File: config.mk
export PLATFORM = sky130hd
export DESIGN_NAME = alu_result_fifo
export DESIGN_NICKNAME = d
export VERILOG_FILES = /design/src/rtl/alu_pkg.sv /design/src/rtl/alu_fifo_mem.sv /design/src/rtl/alu_result_fifo.sv
export SDC_FILE = /design/constraint.sdc
export NUM_CORES = 1
export LEC_CHECK = 0
export BUFFER_PORTS_ARGS = -buffer_cell sky130_fd_sc_hd__buf_4
export CAP_MARGIN = 20
export CORE_UTILIZATION = 50
export DETAILED_ROUTE_END_ITERATION = 7
export MAX_ROUTING_LAYER = met4
export PLACE_DENSITY_LB_ADDON = 0.25
export SKIP_LAST_GASP = 1
export SLEW_MARGIN = 15
export SYNTH_ARGS = -nofsm -noshare
export SYNTH_HDL_FRONTEND = slang
export SYNTH_SLANG_ARGS = --single-unit
File: constraint.sdc
create_clock -name clk -period 2 [get_ports clk]
set_clock_uncertainty 0.05 [all_clocks]
set_input_delay 0.2 -clock clk [delete_from_list [all_inputs] [get_ports clk]]
set_output_delay 0.2 -clock clk [all_outputs]
set_load 0.02 [all_outputs]
File: src/rtl/alu_pkg.sv
// Shared constants for the 4-bit ALU and its result FIFO.
// ALU_RESULT_FLAGS_EN adds per-entry zero/carry flags to the stored entry.
package alu_pkg;

  localparam int ALU_DATA_W = 4;
  localparam int ALU_OP_W   = 4;

  // Opcode map, 4'b0000..4'b1111
  localparam logic [3:0] OP_OR_RED   = 4'b0000;
  localparam logic [3:0] OP_AND_RED  = 4'b0001;
  localparam logic [3:0] OP_XOR_RED  = 4'b0010;
  localparam logic [3:0] OP_NOR_RED  = 4'b0011;
  localparam logic [3:0] OP_NAND_RED = 4'b0100;
  localparam logic [3:0] OP_XNOR_RED = 4'b0101;
  localparam logic [3:0] OP_OR       = 4'b0110;
  localparam logic [3:0] OP_AND      = 4'b0111;
  localparam logic [3:0] OP_XOR      = 4'b1000;
  localparam logic [3:0] OP_SUB      = 4'b1001;
  localparam logic [3:0] OP_ADD      = 4'b1010;
  localparam logic [3:0] OP_INC      = 4'b1011;
  localparam logic [3:0] OP_MUL      = 4'b1100;
  localparam logic [3:0] OP_SHL      = 4'b1101;
  localparam logic [3:0] OP_SHR      = 4'b1110;
  localparam logic [3:0] OP_NOT      = 4'b1111;

  // Extra bits carried per entry when flags are stored alongside the data
`ifdef ALU_RESULT_FLAGS_EN
  localparam int FLAG_W = 2;
`else
  localparam int FLAG_W = 0;
`endif

  localparam int ALU_ENTRY_W = 2 * ALU_DATA_W + ALU_OP_W + FLAG_W;

  function automatic int entry_w(input int data_w, input int op_w);
    return 2 * data_w + op_w + FLAG_W;
  endfunction

endpackage

File: src/rtl/alu_fifo_mem.sv
// FIFO storage: DEPTH x W register array, one synchronous write port,
// one asynchronous read port (gives first-word-fall-through at the top).
module alu_fifo_mem #(
  parameter int DEPTH = 4,
  parameter int W     = 12
) (
  input  logic                     clk,
  input  logic                     we,
  input  logic [$clog2(DEPTH)-1:0] waddr,
  input  logic [W-1:0]             wdata,
  input  logic [$clog2(DEPTH)-1:0] raddr,
  output logic [W-1:0]             rdata
);

  logic [W-1:0] mem_q [DEPTH];

  // Write the pushed entry; contents are not reset, occupancy tracks validity
  always_ff @(posedge clk) begin
    if (we) mem_q[waddr] <= wdata;
  end

  assign rdata = mem_q[raddr];

endmodule

File: src/rtl/alu_result_fifo.sv
// ALU result FIFO: queues {op,y,x} with valid/ready on both sides and counts
// results offered while full (saturating). Optional ALU_RESULT_FLAGS_EN adds
// out_zero/out_carry, computed at push time and stored with the entry.
module alu_result_fifo
  import alu_pkg::*;
#(
  parameter int DEPTH  = 4,
  parameter int DATA_W = ALU_DATA_W,
  parameter int OP_W   = ALU_OP_W,
  parameter int DROP_W = 8
) (
  input  logic                     clk,
  input  logic                     rst,
  input  logic                     in_valid,
  output logic                     in_ready,
  input  logic [DATA_W-1:0]        in_x,
  input  logic [DATA_W-1:0]        in_y,
  input  logic [OP_W-1:0]          in_op,
  output logic                     out_valid,
  input  logic                     out_ready,
  output logic [DATA_W-1:0]        out_x,
  output logic [DATA_W-1:0]        out_y,
  output logic [OP_W-1:0]          out_op,
`ifdef ALU_RESULT_FLAGS_EN
  output logic                     out_zero,
  output logic                     out_carry,
`endif
  output logic [$clog2(DEPTH):0]   count,
  output logic [DROP_W-1:0]        drop_cnt
);

  localparam int AW      = $clog2(DEPTH);
  localparam int ENTRY_W = entry_w(DATA_W, OP_W);

  logic [AW:0]         wr_ptr_q, wr_ptr_d, rd_ptr_q, rd_ptr_d;
  logic [DROP_W-1:0]   drop_q, drop_d;
  logic                full, empty, push, pop;
  logic [ENTRY_W-1:0]  wr_entry, rd_entry, head;

  // Pointers carry a wrap bit: equal -> empty, differ only in wrap bit -> full
  assign empty = (wr_ptr_q == rd_ptr_q);
  assign full  = (wr_ptr_q[AW] != rd_ptr_q[AW]) &&
                 (wr_ptr_q[AW-1:0] == rd_ptr_q[AW-1:0]);

  // No pass-through when full: a pop that cycle does not free a slot early
  assign in_ready  = !full;
  assign out_valid = !empty;
  assign push      = in_valid && in_ready;
  assign pop       = out_valid && out_ready;

`ifdef ALU_RESULT_FLAGS_EN
  logic zero_flag, carry_flag;
  assign zero_flag  = ({in_y, in_x} == '0);
  assign carry_flag = (in_op == OP_W'(OP_ADD)) ? in_y[0] : 1'b0;
  assign wr_entry   = {zero_flag, carry_flag, in_op, in_y, in_x};
`else
  assign wr_entry   = {in_op, in_y, in_x};
`endif

  alu_fifo_mem #(.DEPTH(DEPTH), .W(ENTRY_W)) u_mem (
    .clk   (clk),
    .we    (push),
    .waddr (wr_ptr_q[AW-1:0]),
    .wdata (wr_entry),
    .raddr (rd_ptr_q[AW-1:0]),
    .rdata (rd_entry)
  );

  // Stale storage is never exposed: head reads as zero while empty
  assign head = empty ? '0 : rd_entry;
  assign out_x  = head[DATA_W-1:0];
  assign out_y  = head[2*DATA_W-1:DATA_W];
  assign out_op = head[2*DATA_W+OP_W-1:2*DATA_W];
`ifdef ALU_RESULT_FLAGS_EN
  assign out_carry = head[2*DATA_W+OP_W];
  assign out_zero  = head[2*DATA_W+OP_W+1];
`endif

  assign count    = wr_ptr_q - rd_ptr_q;
  assign drop_cnt = drop_q;

  // Next-state: advance pointers on handshakes, count rejected offers with saturation
  always_comb begin
    wr_ptr_d = wr_ptr_q;
    rd_ptr_d = rd_ptr_q;
    drop_d   = drop_q;
    if (push) wr_ptr_d = wr_ptr_q + 1'b1;
    if (pop)  rd_ptr_d = rd_ptr_q + 1'b1;
    if (in_valid && full && !(&drop_q)) drop_d = drop_q + 1'b1;
  end

  // State registers with synchronous reset
  always_ff @(posedge clk) begin
    if (rst) begin
      wr_ptr_q <= '0;
      rd_ptr_q <= '0;
      drop_q   <= '0;
    end else begin
      wr_ptr_q <= wr_ptr_d;
      rd_ptr_q <= rd_ptr_d;
      drop_q   <= drop_d;
    end
  end

endmodule

### Word level (Yosys, flattened, before mapping)

Memories as Yosys holds them, arrays and structs flattened. A register that Yosys moved wholly into a read port is not among the register bits.
Cells that the tools add are included.

| word-level totals | value |
|---|---|
| flip-flop bits (word level) | 14 |
| RAM bits | 48 |
| word-level logic and storage cells | 25 |
| input port bits | 16 |
| memories | 1 |

Memory list:

| name | depth | bits a word | read ports | clocked after memory_dff | write ports | line | source |
|---|---|---|---|---|---|---|---|
| u_mem.mem_q | 4 | 12 | 1 | 1 | 1 | alu_fifo_mem.sv:15 | `logic [W-1:0] mem_q [DEPTH];` |

| cells by class | value |
|---|---|
| reduce and logical (&&, ||, !) cells | 9 |
| $add $sub $neg | 4 |
| eq/ne operators | 3 |
| muxes and demuxes | 5 |

Operators with widths:

| kind | number |
|---|---|
| $mux W12 | 1 |
| $add A8 B1 Y8 const B | 1 |
| $reduce_and A8 Y1 | 1 |
| $add A3 B1 Y3 const B | 2 |
| $logic_and A1 B1 Y1 | 5 |
| $mux W2 | 2 |
| $eq A3 B3 Y1 | 1 |
| $logic_not A1 Y1 | 3 |
| $sub A3 B3 Y3 | 1 |
| $eq A2 B2 Y1 | 1 |
| $mux W1 | 2 |
| $ne A1 B1 Y1 | 1 |

### Longest topological paths before layout

Gate-level depths: netlist (run 1).

| depth | value |
|---|---|
| word-level depth | 6 |
| mapped depth | 7 |
| gate-level depth less buffers | 6 |

### Hierarchy

Synthesis (run 1) repeated with hierarchy kept, for this count alone.

| second synthesis, totals | value |
|---|---|
| cell total of the unflattened synthesis | 170 |
| area total of the unflattened synthesis | 2,632.5 µm² |

By module, submodules not included:

| module | cells each | times used | area an instance (µm²) |
|---|---|---|---|
| alu_fifo_mem | 66 | 1 | 1,766.7 |
| alu_result_fifo | 104 | 1 | 865.8 |

### Worst setup path after synthesis (run 1)

OpenSTA, ideal clock, no wires.

| timing path | value |
|---|---|
| path kind | register to register |
| from | register wr_ptr_q[0] |
| to | register drop_q[5], in the netlist drop_cnt[5] |
| data required time | 1.829 ns |
| data arrival time | 1.803 ns |
| period minus slack after synthesis | 1.974 ns |
| slack | 0.026 ns |
| cell stages (with the launch flop) | 8 |
| path buffers | 1 |
| path through | dfxtp_1 inv_1 ha_1 nand3_1 nand2b_2 buf_6 nor4_1 mux2_2 |

| between the ends | value |
|---|---|
| cells in the longest elaborated chain, start to end | 4 |

RTL lines:

| item | line | source |
|---|---|---|
| from (decl) | alu_result_fifo.sv:35 | `logic [AW:0] wr_ptr_q, wr_ptr_d, rd_ptr_q, rd_ptr_d;` |
| from (signal assigned) | alu_result_fifo.sv:99 | `wr_ptr_q <= wr_ptr_d;` |
| $eq A2 B2 Y1 | alu_result_fifo.sv:43 | `(wr_ptr_q[AW-1:0] == rd_ptr_q[AW-1:0]);` |
| $logic_and A1 B1 Y1 | alu_result_fifo.sv:42 | `assign full = (wr_ptr_q[AW] != rd_ptr_q[AW]) &&` |
| $logic_and A1 B1 Y1 (2 in series) | alu_result_fifo.sv:89 | `if (in_valid && full && !(&drop_q)) drop_d = drop_q + 1'b1;` |
| to (signal assigned) | alu_result_fifo.sv:101 | `drop_q <= drop_d;` |
| to (decl) | alu_result_fifo.sv:36 | `logic [DROP_W-1:0] drop_q, drop_d;` |

No other way between the ends.
A chain may end at the register's enable or synchronous reset.

### Worst setup path in the final report (run 1)

| timing path | value |
|---|---|
| from | register rd_ptr_q[2] |
| to | output port out_x[2] |

| between the ends | value |
|---|---|
| cells in the longest elaborated chain, start to end | 2 |

RTL lines:

| item | line | source |
|---|---|---|
| from (decl) | alu_result_fifo.sv:35 |  |
| from (signal assigned) | alu_result_fifo.sv:100 | `rd_ptr_q <= rd_ptr_d;` |
| $eq A3 B3 Y1 | alu_result_fifo.sv:41 | `assign empty = (wr_ptr_q == rd_ptr_q);` |
| $mux W12 | alu_result_fifo.sv:70 | `assign head = empty ? '0 : rd_entry;` |
| to (decl) | alu_result_fifo.sv:21 | `output logic [DATA_W-1:0] out_x,` |

No other way between the ends.

==> impl_metrics.ini, run 1 <==
[setup_path]
reg2reg_to = drop_cnt[3]
path_max_fanout = 7
reg2reg_from = rd_ptr_q[1]
criticalPathCategory = flop to primary output
end_kind = primary output
r2r_cells = 6
critPathArrivalTime_ns = 1.69
crit_required_ns = 1.75
r2r_slack_ns = 0.14
cp-start-kind = flop

[worst_hold_path]
holdPathEnd = u_mem.mem_q[2][1]
min_from = in_x[1]
hp-class = input port to flop
hold-path-cell-count = 1

[synth]
syn_inst = 173
yosysWarnings = 0
yosysUniqueCellTypes = 34
synth_edf_count = 48
seq_area_frac_synth = 0.657
synth_common_cells = 48 x edfxtp_1, 16 x dfxtp_1, 14 x nor2b_1
ys_top_cells_by_area = edfxtp_1 54%, dfxtp_1 12%, mux4_2 10%
synth.most_common_cell = edfxtp_1
ys.flop_type = edfxtp_1
synth_top_area_cell = edfxtp_1
synth_nets = 198
synth_area_per_cell_sq_um = 15.5
ys_async_sr_fraction = 0
synth_area_sq_um = 2680
synth_top_cell_area_share = 0.537
yosys_register_bits = 64

[final_layout]
drive_above_1_share = 0.365
area_delta_synth_final_pct = 28.0
diodes = 0
nNetsFinal = 261
stdcell_area_sq_um = 3430

[timing]
min_period_over_period = 0.970
setup_tns_ns = 0
rsz0062_at_grt = yes
max_freq_ghz = 0.516
worst_slack_ns = 0.0605
tightestPinTransition_ns = 0.496
slew_headroom = 0.668
hold_violations = 0
setup_viol = 0
drv_slew = 0
period_minus_slack_ns = 1.94

[die]
core_area_sq_um = 5140
top_level_ports = 41
die_w_microns = 75.2
initial_core_util = 0.522
die_h_microns = 75.2
dieArea_sq_um = 5660
rows = 26

[clocking]
cts_tree = built
clk_pin_slew_ns = 0.07
h-tree-depth = 3
cts_num_sinks = 64
cts_buffers = 9
clkLatencyLatePin_ns = 0.34
post-cts-setup-buffers = 0
cts_root_buffer = clkbuf_8
max-clock-path-buffers = 2

[grt]
grt_pass1_vias = 1624
grt-ovfl-total = 0
grt_max_degree = 17
track_usage = 0.209
grt_first_pass_wirelength_microns = 7870
antenna_found_initial = 0

[pwr]
p_seq_frac = 0.416
power_frac_comb = 0.269
switching_share = 0.271
irDropWorstVdd_uv = 597
p_leak_uw = 0.00129
internal_power_uw = 2680
finalPower_uw = 3680
pwr-share-clk = 0.315
power_switching_uw = 1000
powerDensity_nw_per_um2 = 1070

[flow_run]
drv_cap = 0

[placement]
place_ws_ns = 0.0489
place_area_sq_um = 3160
io_buffers = 40
hpwl_microns = 3390
place_congestion = 0.828

[route]
wl_per_cell_microns = 16.8
firstDrtPassIters = 4
via_count = 1667
dr.first_iter.drc_count = 101
antenna_left = 0
vias_per_cell = 5.36
drc_errors = 0
finalWirelength_microns = 5230

[outcome]
status = completed
[worst max path at each step]
stage / slack [ns] / start / cells after the start / to
2_1_floorplan: 0.03 / wr_ptr_q[0] / 7 / drop_cnt[5]
3_3_place_gp: 0.11 / wr_ptr_q[0] / 6 / drop_cnt[5]
3_5_place_dp: 0.05 / wr_ptr_q[0] / 6 / drop_cnt[5]
4_1_cts: 0.007 / wr_ptr_q[0] / 7 / out_x[2]
5_1_grt: -0.06 / rd_ptr_q[2] / 5 / out_op[2]
6_report: 0.06 / rd_ptr_q[2] / 5 / out_x[2]
[per-layer routing]
metal | up-vias | share of wire | track usage | wire [microns]
met3 | 11 | 0.062 | 0.0643 | 322
met1 | 824 | 0.39 | 0.228 | 2030
met4 | 0 | 0.020 | 0.0947 | 106
met5 | - | 0 | - | 0
li1 | 775 | - | - | -
met2 | 57 | 0.53 | 0.351 | 2770
[layout make-up]
cell class / instances / area, sq um
clock buffer: 12 / 135
tap: 70 / 87.6
inverter: 8 / 30.0
timing repair buffer: 57 / 457
sequential: 64 / 1760
multi-input combinational: 96 / 893
fill: 384 / 1710
clock inverter: 4 / 68.8
[cells by family (layout without fill, tap and decap cells)]
kind of cell / count (synthesis) / in the layout / share of synthesized area
xor+xnor: 6 / 6 / 0.0224
fa+ha+maj: 9 / 9 / 0.0448
mux: 15 / 15 / 0.112
compound gates: 17 / 17 / 0.0420
buf+inv: 13 / 81 / 0.0215
simple gates: 49 / 49 / 0.100
flops: 64 / 64 / 0.657
[placed cells by master, fill, tap and decap left out, drive strengths merged, types with 7 or more instances in the layout]
| master | count |
|---|---|
| dfxtp | 16 |
| mux4 | 12 |
| nand3 | 7 |
| inv | 8 |
| edfxtp | 48 |
| clkbuf | 12 |
| ha | 8 |
| nor2 | 11 |
| nor2b | 14 |
| buf | 55 |
[worst max-delay path, stage by stage, from the launching register on]
cell and delay (ns):
dfxtp_1 0.43, xor2_2 0.40, nor2_4 0.09, buf_6 0.15, nor2b_1 0.12, buf_4 0.16
[flip-flops by register name, summed over array words and instances (netlist names), named ones only]
signal and flops:
drop_cnt 8, rd_ptr_q 3, wr_ptr_q 3, u_mem.mem_q 48
[stage by stage]
| step | util | hold slack, ns | cells |
|---|---|---|---|
| 2_1_floorplan | - | 0.223 | 173 |
| 3_3_place_gp | 0.615 | 0.349 | 292 |
| 3_5_place_dp | 0.615 | 0.356 | 292 |
| 4_1_cts | 0.658 | 0.00204 | 309 |
| 5_1_grt | 0.668 | 0.00672 | 311 |
| 6_report | 0.668 | 0.0124 | 311 |
[timing repair]
action                                 in CTS  in global routing
resized for setup                           2                  9
endpoints found under the hold margin       4                  3
gates cloned                                0                  1
setup endpoints to repair                   6                 18
hold buffers                                1                  1
pin swaps                                   0                  2
[power groups by stage]
| stage | logic, uW | clock network, uW | registers (uW) |
|---|---|---|---|
| after global placement | 902 | 0 | 1550 |
| final | 992 | 1160 | 1530 |
| after floorplan | 547 | 0 | 1560 |
| after CTS | 933 | 1180 | 1530 |
| after global routing | 1080 | 1230 | 1540 |
| after detailed placement | 917 | 0 | 1560 |
Power figures use the tool's default switching activity.
==> run 2, diff against run 1 <==
SETUP_SLACK_MARGIN = 0.3   (was default)
==> impl_metrics.ini, run 2 (synthesis results as in run 1) <==
[final_layout]
final_core_util = 0.733
stdcell_area_sq_um = 3770
nNetsFinal = 262
final_cell_mix = 48 x edfxtp_1, 39 x buf_4, 14 x buf_6
regMostFlops = u_mem.mem_q
diodes = 0
area_delta_synth_final_pct = 40.5
drive_above_1_share = 0.541
largest_reg_flops = 48
final_common_cell = edfxtp_1

[grt]
grt_first_pass_wirelength_microns = 7810
antenna_found_initial = 0
grt_pass1_vias = 1672
grt_max_degree = 17
track_usage = 0.209
grt-ovfl-total = 0

[placement]
place_area_sq_um = 3110
io_buffers = 40
hpwl_microns = 3210
place_congestion = 0.865

[timing]
tightestPinTransition_ns = 0.348
max_freq_ghz = 0.534
drv_slew = 0
setup_tns_ns = 0
slew_headroom = 0.766
setup_viol = 0
period_minus_slack_ns = 1.87
min_period_over_period = 0.936
rsz0062_at_grt = yes
hold_violations = 0

[clocking]
cts_root_buffer = clkbuf_8
clk_pin_slew_ns = 0.07
cts_buffers = 9
clkLatencyLatePin_ns = 0.33
h-tree-depth = 3
cts_tree = built
max-clock-path-buffers = 2
cts_num_sinks = 64

[route]
dr.first_iter.drc_count = 103
via_count = 1691
antenna_left = 0
vias_per_cell = 5.42
drc_errors = 0
firstDrtPassIters = 4
wl_per_cell_microns = 17.1
finalWirelength_microns = 5340

[pwr]
p_leak_uw = 0.00140
powerDensity_nw_per_um2 = 1090
irDropWorstVdd_uv = 586

[setup_path]
r2r_cells = 7
path_max_fanout = 6
end_kind = primary output
reg2reg_from = rd_ptr_q[1]
critPathArrivalTime_ns = 1.62
crit_required_ns = 1.75
criticalPathCategory = flop to primary output
cp-start-kind = flop
r2r_slack_ns = 0.28
reg2reg_to = drop_cnt[4]

[die]
top_level_ports = 41
dieArea_sq_um = 5660
die_h_microns = 75.2
rows = 26
die_w_microns = 75.2
core_area_sq_um = 5140
initial_core_util = 0.522

[worst_hold_path]
hold-path-cell-count = 1
min_from = in_op[3]
hp-class = input port to flop
holdPathEnd = u_mem.mem_q[2][11]

[outcome]
status = completed

[flow_run]
drv_cap = 0
-- run 2: cell types whose count changed in the layout (fill, tap and decap cells not counted), moves of 4 or more --
cell     delta
dfxtp_1     -7
dfxtp_4     +5
nor2b_1     -9
buf_6      +11
and2_1      -4
inv_1       -4
and2_4      +4
buf_4      -12
nor2b_4     +8
-- run 2: cell type report --
class,count,area (sq um)
inverter,8,32.5
clock inverter,4,46.3
tap,70,87.6
clock buffer,12,188
timing repair buffer,57,523
multi-input combinational,97,1110
sequential,64,1780
fill,354,1370
-- run 2: worst max-delay path by stage --
stage | from | endpoint | slack (ns)
after global routing | wr_ptr_q[0] | out_x[2] | 0.05
final | flop | out_x[3] | 0.13
after CTS | flop | out_x[0] | 0.07
after detailed placement | rd_ptr_q[2] | u_mem.mem_q[3][9] | 0.12
after global placement | rd_ptr_q[2] | u_mem.mem_q[3][9] | 0.21
after floorplan | wr_ptr_q[0] | drop_cnt[5] | 0.24
-- run 2: timing repair --
item | 4_1_cts | 5_1_grt
pin swaps | 7 | 4
hold buffers | 0 | 1
buffers inserted | 6 | 5
cloned | 3 | 0
gates resized for setup | 37 | 41
endpoints found under the setup margin | 67 | 77
endpoints found under the hold margin | 0 | 4
-- run 2: stage by stage --
stage,std cells,total power (uW),hold WS [ns],worst slack [ns]
2_1_floorplan,173,2130,0.223,0.238
6_report,312,4100,0.0217,0.128
5_1_grt,312,4280,-0.000555,0.0504
4_1_cts,306,3920,0.00277,0.0689
3_5_place_dp,281,2480,0.355,0.120
3_3_place_gp,281,2450,0.355,0.207
-- run 2: critical path: stages (launching register included) --
cell and delay, ns:
dfxtp_4 0.39, buf_12 0.14, mux4_2 0.50, nor2b_4 0.14
buf_6 0.12
-- run 2: metal layers --
metal	global-route usage	up-vias	routed length, microns	share of wire
met1	0.219	843	2030	0.38
met5	-	-	0	0
met3	0.0589	8	292	0.055
met2	0.357	59	2930	0.55
met4	0.109	0	96	0.018
li1	-	781	-	-
-- run 2: report_power, final --
group          internal (uW)  switching (uW)  total [uW]
sequential              1510            45.8        1550
clock                    755             472        1230
combinational            710             615        1320
==> run 3, diff against run 2 <==
ABC_AREA = 1   (was default)
CORE_UTILIZATION = 51   (was 50)
TNS_END_PERCENT = 10   (was default)
==> impl_metrics.ini, run 3 <==
[clocking]
cts_num_sinks = 64
clkLatencyLatePin_ns = 0.33
h-tree-depth = 3
cts_tree = built
clk_pin_slew_ns = 0.06
cts_root_buffer = clkbuf_8
cts_buffers = 9
max-clock-path-buffers = 2

[final_layout]
final_cell_mix = 70 x nor2_1, 48 x edfxtp_1, 41 x buf_4
nNetsFinal = 371
multi_input_area_sq_um = 1120
drive_above_1_share = 0.311
area_delta_synth_final_pct = 29.8
final_common_cell = nor2_1
largest_reg_flops = 48
regMostFlops = u_mem.mem_q
nFillCells = 418
diodes = 0
regArea_sq_um = 1780

[placement]
place_ws_ns = 0.169
place_congestion = 0.816
hpwl_microns = 3730
io_buffers = 40

[timing]
slew_headroom = 0.728
max_freq_ghz = 0.561
worst_slack_ns = 0.217
setup_viol = 0
min_period_over_period = 0.892
hold_violations = 0
rsz0062_at_grt = yes
drv_slew = 0
period_minus_slack_ns = 1.78
tightestPinTransition_ns = 0.403
setup_tns_ns = 0

[die]
die_w_microns = 77.4
core_area_sq_um = 5510
die_h_microns = 77.4
rows = 27
initial_core_util = 0.527
dieArea_sq_um = 5990
top_level_ports = 41

[synth]
synth_top_cell_area_share = 0.497
synth_common_cells = 74 x nor2_1, 48 x edfxtp_1, 34 x nand2_1
synth_area_per_cell_sq_um = 9.87
ys_async_sr_fraction = 0
synth_edf_count = 48
ys.flop_type = edfxtp_1
synth_top_area_cell = edfxtp_1
yosysUniqueCellTypes = 28
ys_top_cells_by_area = edfxtp_1 50%, dfxtp_1 11%, nor2_1 9.6%
yosys_register_bits = 64
yosysWarnings = 0
syn_inst = 294
seq_area_frac_synth = 0.607
synth_nets = 319
synth_area_sq_um = 2900
synth.most_common_cell = nor2_1

[grt]
antenna_found_initial = 0
grt_first_pass_wirelength_microns = 9800
grt_max_degree = 25
grt_pass1_vias = 2125
grt-ovfl-total = 0
track_usage = 0.225

[route]
finalWirelength_microns = 5980
drc_errors = 0
vias_per_cell = 5.14
dr.first_iter.drc_count = 107
firstDrtPassIters = 4
wl_per_cell_microns = 14.1
antenna_left = 0
via_count = 2174

[pwr]
p_leak_uw = 0.00149
irDropWorstVdd_uv = 413
powerDensity_nw_per_um2 = 959

[setup_path]
path_max_fanout = 2
cp-start-kind = flop
crit_required_ns = 1.75
critPathArrivalTime_ns = 1.53
criticalPathCategory = flop to primary output
end_kind = primary output

[flow_run]
drv_cap = 0

[worst_hold_path]
hp-class = input port to flop

[outcome]
status = completed
==> run 3: changes by cell type in the layout (fill, tap and decap cells not counted), moves of 4 or more <==
| cell | before | now |
|---|---|---|
| mux4_2 | 12 | 0 |
| nor2b_4 | 8 | 0 |
| o21ai_1 | 1 | 6 |
| nor2_1 | 9 | 70 |
| nand2_1 | 3 | 33 |
| a21oi_4 | 0 | 4 |
| inv_1 | 4 | 21 |
| nand3_1 | 6 | 11 |
| o21ai_0 | 3 | 21 |
| nor2b_1 | 5 | 0 |
| a21oi_1 | 1 | 8 |
| and2_4 | 4 | 0 |
| buf_6 | 14 | 6 |
==> run 3: critical path: stages (launching register included) <==
cell and delay, ns:
dfxtp_2 0.33, inv_2 0.05, ha_4 0.15, fa_2 0.52, inv_2 0.03, buf_6 0.12
==> run 3: through the flow <==
step | std cells | hold WS, ns | cell area [sq um] | power [uW] | utilization
final | 423 | 0.00817 | 3770 | 3610 | 0.684
after floorplan | 294 | 0.219 | 2940 | 1980 | -
after detailed placement | 399 | 0.358 | 3300 | 2230 | 0.599
after global placement | 399 | 0.357 | 3300 | 2210 | 0.599
after global routing | 423 | 0.00366 | 3770 | 3750 | 0.684
after CTS | 422 | 0.00387 | 3690 | 3550 | 0.670
==> run 3: cells by family after synthesis <==
| kind of cell | after synthesis | share of synthesized area |
|---|---|---|
| AOI/OAI and AO/OA | 45 | 0.0776 |
| DFF | 64 | 0.607 |
| buffers and inverters | 40 | 0.0582 |
| and+or+nand+nor | 131 | 0.201 |
| adders and majority gates | 9 | 0.0414 |
| xor gates and xnor gates | 5 | 0.0151 |
==> run 3: where the power goes <==
group	switching (uW)	internal (uW)	total, uW
clock network	483	717	1200
registers	34.1	1490	1530
logic	528	356	884
==> run 3: final cells by class <==
type / instances / share of cell area
Clock buffer: 12 / 0.0468
Clock inverter: 4 / 0.0130
Inverter: 31 / 0.0372
Multi-Input combinational cell: 190 / 0.298
Sequential cell: 64 / 0.471
Tap cell: 72 / 0.0239
Timing Repair Buffer: 48 / 0.105
Timing Repair inverter: 2 / 0.00498
==> run 3: what timing repair did <==
item                       CTS  global route
setup buffers                6             0
hold buffers                 0             0
pin swaps                    4             2
gates cloned                 1             1
setup endpoints to repair   64            64
gates resized for setup     33            22
==> run 3: metal layers <==
layer | up-vias | share of wire | track usage
li1 | 1074 | - | -
met3 | 15 | 0.045 | 0.0388
met4 | 0 | 0.025 | 0.136
met1 | 1023 | 0.41 | 0.256
met2 | 62 | 0.52 | 0.371
met5 | - | 0 | -
==> run 3: final timing paths <==
| path | from | to | slack, ns | cells after the start |
|---|---|---|---|---|
| worst max-delay path | wr_ptr_q[0] | count[1] | 0.22 | 5 |
| worst min register to register | rd_ptr_q[2] | rd_ptr_q[2] | 0.44 | 2 |
| worst max register to register | wr_ptr_q[1] | u_mem.mem_q[3][6] | 0.30 | 6 |
| worst min-delay path | rst | rd_ptr_q[2] | 0.008 | 2 |
